<file path="src/rtl/layer_output_sequencer.sv">
// Captures one layer's parallel result vector and replays it one word per beat, neuron 0 first.
// Optional SEQ_ERR_CHECK_EN adds a sticky error flag for overruns and out-of-step valids.
module layer_output_sequencer #(
  parameter int NN        = 30,
  parameter int dataWidth = 16
) (
  input  logic                    clk,
  input  logic                    rst,
  input  logic [NN-1:0]           in_valid,
  input  logic [NN*dataWidth-1:0] in_data,
  input  logic                    out_ready,
  output logic                    out_valid,
  output logic [dataWidth-1:0]    out_data,
  output logic                    out_last,
  output logic                    busy,
  output logic                    err
);

  localparam int IW = (NN > 1) ? $clog2(NN) : 1;
  localparam logic [IW-1:0] LAST_IDX = IW'(NN - 1);

  typedef enum logic {S_IDLE, S_SHIFT} state_t;

  state_t                       r_state, w_state_nxt;
  logic [IW-1:0]                r_idx, w_idx_nxt;
  logic [NN-1:0][dataWidth-1:0] r_hold;
  logic                         w_capture, w_overrun, w_accept, w_last;

  assign w_accept = (r_state == S_SHIFT) && out_ready;
  assign w_last   = (r_idx == LAST_IDX);

  // NOTE: every signal gets a default before the case so no path leaves one unassigned (no latches).
  always_comb begin
    w_state_nxt = r_state;
    w_idx_nxt   = r_idx;
    w_capture   = 1'b0;
    w_overrun   = 1'b0;
    case (r_state)
      S_IDLE: begin
        if (in_valid[0]) begin
          w_capture   = 1'b1;
          w_idx_nxt   = '0;
          w_state_nxt = S_SHIFT;
        end
      end
      S_SHIFT: begin
        if (w_accept && w_last) begin
          w_idx_nxt = '0;
          if (in_valid[0]) w_capture   = 1'b1;  // back-to-back vector, no bubble
          else             w_state_nxt = S_IDLE;
        end else begin
          if (w_accept)    w_idx_nxt = r_idx + IW'(1);
          if (in_valid[0]) w_overrun = 1'b1;
        end
      end
      default: w_state_nxt = S_IDLE;
    endcase
  end

  // NOTE: state uses non-blocking assignments so all registers update together on the edge.
  always_ff @(posedge clk or negedge rst) begin
    if (!rst) begin
      r_state <= S_IDLE;
      r_idx   <= '0;
      r_hold  <= '0;
    end else begin
      r_state <= w_state_nxt;
      r_idx   <= w_idx_nxt;
      if (w_capture) r_hold <= in_data;
    end
  end

  // Outputs decode registers only, so reset clears them without waiting for a clock.
  assign busy      = (r_state == S_SHIFT);
  assign out_valid = busy;
  assign out_data  = busy ? r_hold[r_idx] : '0;
  assign out_last  = busy && w_last;

`ifdef SEQ_ERR_CHECK_EN
  logic r_err;
  logic w_mismatch;

  assign w_mismatch = w_capture && !(&in_valid);

  always_ff @(posedge clk or negedge rst) begin
    if (!rst)                         r_err <= 1'b0;
    else if (w_overrun || w_mismatch) r_err <= 1'b1;
  end

  assign err = r_err;
`else
  logic w_unused_valid;
  logic w_unused_overrun;

  assign w_unused_valid   = &in_valid;
  assign w_unused_overrun = w_overrun;
  assign err              = 1'b0;
`endif

endmodule

</file>
<file path="config.mk">
export PLATFORM = sky130hd
export DESIGN_NAME = layer_output_sequencer
export DESIGN_NICKNAME = d
export VERILOG_FILES = /design/src/rtl/layer_output_sequencer.sv
export SDC_FILE = /design/constraint.sdc
export NUM_CORES = 1
export LEC_CHECK = 0
export ABC_AREA = 0
export ABC_CLOCK_PERIOD_IN_PS = 4600
export BUFFER_PORTS_ARGS = -buffer_cell sky130_fd_sc_hd__buf_2
export CAP_MARGIN = 0
export CORE_MARGIN = 4
export CORE_UTILIZATION = 35
export DETAILED_ROUTE_END_ITERATION = 8
export SYNTH_ARGS = -nofsm -noshare
export SYNTH_HDL_FRONTEND = slang
export SYNTH_SLANG_ARGS = --single-unit
</file>
<file path="constraint.sdc">
create_clock -name clk -period 4.6 [get_ports clk]
set_input_delay 0.69 -clock clk [delete_from_list [all_inputs] [get_ports clk]]
set_output_delay 0.69 -clock clk [all_outputs]
set_load 0.02 [all_outputs]
</file>
==> metrics.yaml <==
status: "finished, final reports clean"
ir_worst_vdd_v: 0.000316
grt_max_degree: 137
drtIter0Drc: 793
critPathMostFrequentCell: "a22oi_1"
crit_type: "register to output pin"
grt_use_total: 0.196
cts_sinks: 486
synth-adder-area-share: 0.00109
cap_violations: 0
nets: 2507
post_cts_buffers: 0
min_period_ns: 4.28
die_w_um: 265
routed_wl_um: 71200
slew_viol_final: 0
critPathMaxStageDelay_ns: 0.79
cts_resized: 0
cp_slowest_cell: "and4b_1"
power_w: 0.0184
synthXorXnorAreaFrac: 0.00114
cp_cell_sequence: "buf_12, and4b_1, a22oi_1, o211ai_1, a22oi_1, nor2_1, buf_2"
die_y_um: 265
end_kind: "output pin"
dp.cells: 2789
synth-simple-area-share: 0.0185
place_area_um2: 26400
synth_top_family_by_area: "multiplexers"
crit_buf_inv: 2
cts_tree: "done"
avgSynthCellArea_um2: 15.3
r2r_slack_ns: 0.92
ys_ff_latch: 486
area_growth_pct: 22.6
cp-start-kind: "register"
r2r-end: "r_hold[8]"
ant_nets: 0
port-buffer-count: 502
dp_hpwl_um: 53000
slew_headroom: 0.303
syn-num-nets: 2018
rows: 93
setup_violations: 0
syn_area_um2: 23100
yosysWarnings: 0
holdBufCountCts: 0
mostFrequentLayoutCells: "501 x buf_2, 482 x dfrtp_1, 313 x mux2_2"
cellLeakagePower_nw: 13.8
start_util: 0.356
clockBufferDepth: 3
cp_max_fo: 40
syn_inst: 1503
fin_area_um2: 28300
synth_compound_area_frac: 0.0531
fmaxAchievable_mhz: 234
ys_seq_area_frac: 0.528
pin_count: 533
clock-root-buffer: "clkbuf_16"
wl_per_cell_um: 24.5
crit_arrival_ns: 3.59
grt_pass1_wl_um: 105000
num_vias: 14600
r2r_start: "r_idx[1]"
crit_family: "simple AND/OR/NAND/NOR gates"
htreeDepth: 2
tightest_slew_ns: 1.05
place_congestion: 0.815
worstSkewPairLatency_ns: 0.60
dr.pass1.iters: 5
reg2reg_depth: 9
final_cells: 2902
fin_setup_tns_ns: 0
cellPowerDensity_nw_per_um2: 649
globalRouteOverflowTotal: 0
cts.clk_slew.worst_paths_ns: 0.06
fin_skew_ns: 0.0180
drc_errors: 0
drive_above_1_share: 0.598
final_hold_viol_count: 0
worstPathRequired_ns: 3.91
dieArea_um2: 70000
crit_start: "r_idx[2]"
first_global_vias: 16300
synth_cell_types: 38
vias_per_cell: 5.03
final_common_cell: "buf_2"
hold_path_class: "input pin to asynchronous set/reset pin"
endpoint: "out_data[13]"
cp_num_cells: 7
postLayoutCoreUtil: 0.436
core_area_um2: 64800
grt_setup_unrepaired: "no"
fin_crit_sh: 0.931
numCtsBuffers: 55
antenna_found_initial: 28
muxShareOfSynthArea: 0.365
[through the flow]
step | setup slack (ns) | hold WS (ns)
floorplan | 2.05 | 0.394
global placement | 0.743 | 0.481
detailed placement | 0.744 | 0.485
CTS | 0.0985 | 0.204
global route | 0.111 | 0.235
finish | 0.317 | 0.178
[worst reg2reg max path, stage by stage, from the launching register on]
cell	delay [ns]
dfrtp_4	0.81
inv_2	0.08
buf_4	0.29
ha_1	0.27
and4_1	0.23
nand2_1	0.09
nand2_2	0.09
nand2_4	0.42
buf_12	0.49
mux2_2	0.79
[synth_stat cells, drive strengths merged]
cell / count / area [um2]
buf: 92 / 674
o22ai: 16 / 100
a22oi: 48 / 360
nand2b: 3 / 18.8
o211ai: 16 / 120
xor2: 3 / 26.3
nor2: 20 / 75.1
nor2b: 19 / 119
mux4: 48 / 1080
and4b: 1 / 10.0
nand4: 2 / 12.5
clkbuf: 23 / 86.3
dfrtp: 486 / 12200
o21ai: 1 / 5.00
a221oi: 16 / 140
and4: 1 / 8.76
ha: 2 / 25.0
mux2: 513 / 6530
a21oi: 32 / 160
and2: 1 / 6.26
mux2i: 81 / 811
nand2: 39 / 149
o21a: 1 / 7.51
clkinv: 1 / 3.75
nand3b: 1 / 7.51
and3b: 1 / 8.76
a211oi: 16 / 120
a2111oi: 16 / 204
conb: 1 / 3.75
nand3: 2 / 10.0
o31ai: 1 / 7.51
[logic make-up after synthesis]
group / count (synthesis)
xor gates and xnor gates: 3
AOI/OAI and AO/OA: 163
DFF: 486
muxes: 642
adders and majority gates: 2
and+or+nand+nor: 90
buffers and inverters: 116
other: 1
[worst min path at each step]
stage | startpoint | end | cells past startpoint
after floorplan | rst | busy | 0
after global placement | r_hold[357] | r_hold[357] | 1
after detailed placement | r_hold[357] | r_hold[357] | 1
after CTS | rst | r_hold[474] | 1
after global routing | rst | r_hold[474] | 1
final | rst | r_hold[474] | 1
[power breakdown]
part | total, W | internal [W] | switching [W]
Sequential | 0.00723 | 0.00606 | 0.00118
Combinational | 0.00667 | 0.00353 | 0.00314
Clock | 0.00446 | 0.00267 | 0.00179
Total | 0.0184 | 0.0123 | 0.00610
[registers in the layout (all words and copies together) (netlist names)]
signal / count
r_idx: 5
r_hold: 480
busy: 1
[routing by layer]
metal | vias up | global-route usage | routed length (um) | part of all wire
li1 | 6590 | - | - | -
met1 | 7406 | 0.254 | 30000 | 0.42
met2 | 454 | 0.327 | 34200 | 0.48
met3 | 126 | 0.0553 | 4990 | 0.070
met4 | 28 | 0.0504 | 1830 | 0.026
met5 | - | 0 | 151 | 0.0021
[final cells by class]
type / count / area [um2]
Clock inverter: 17 / 184
Timing Repair Buffer: 547 / 2990
Fill cell: 5873 / 36600
Clock buffer: 84 / 1680
Inverter: 1 / 3.75
Antenna cell: 11 / 27.5
Multi-Input combinational cell: 901 / 10100
Sequential cell: 486 / 12200
Tap cell: 855 / 1070
Note: power is estimated with default switching activity, not from simulation.
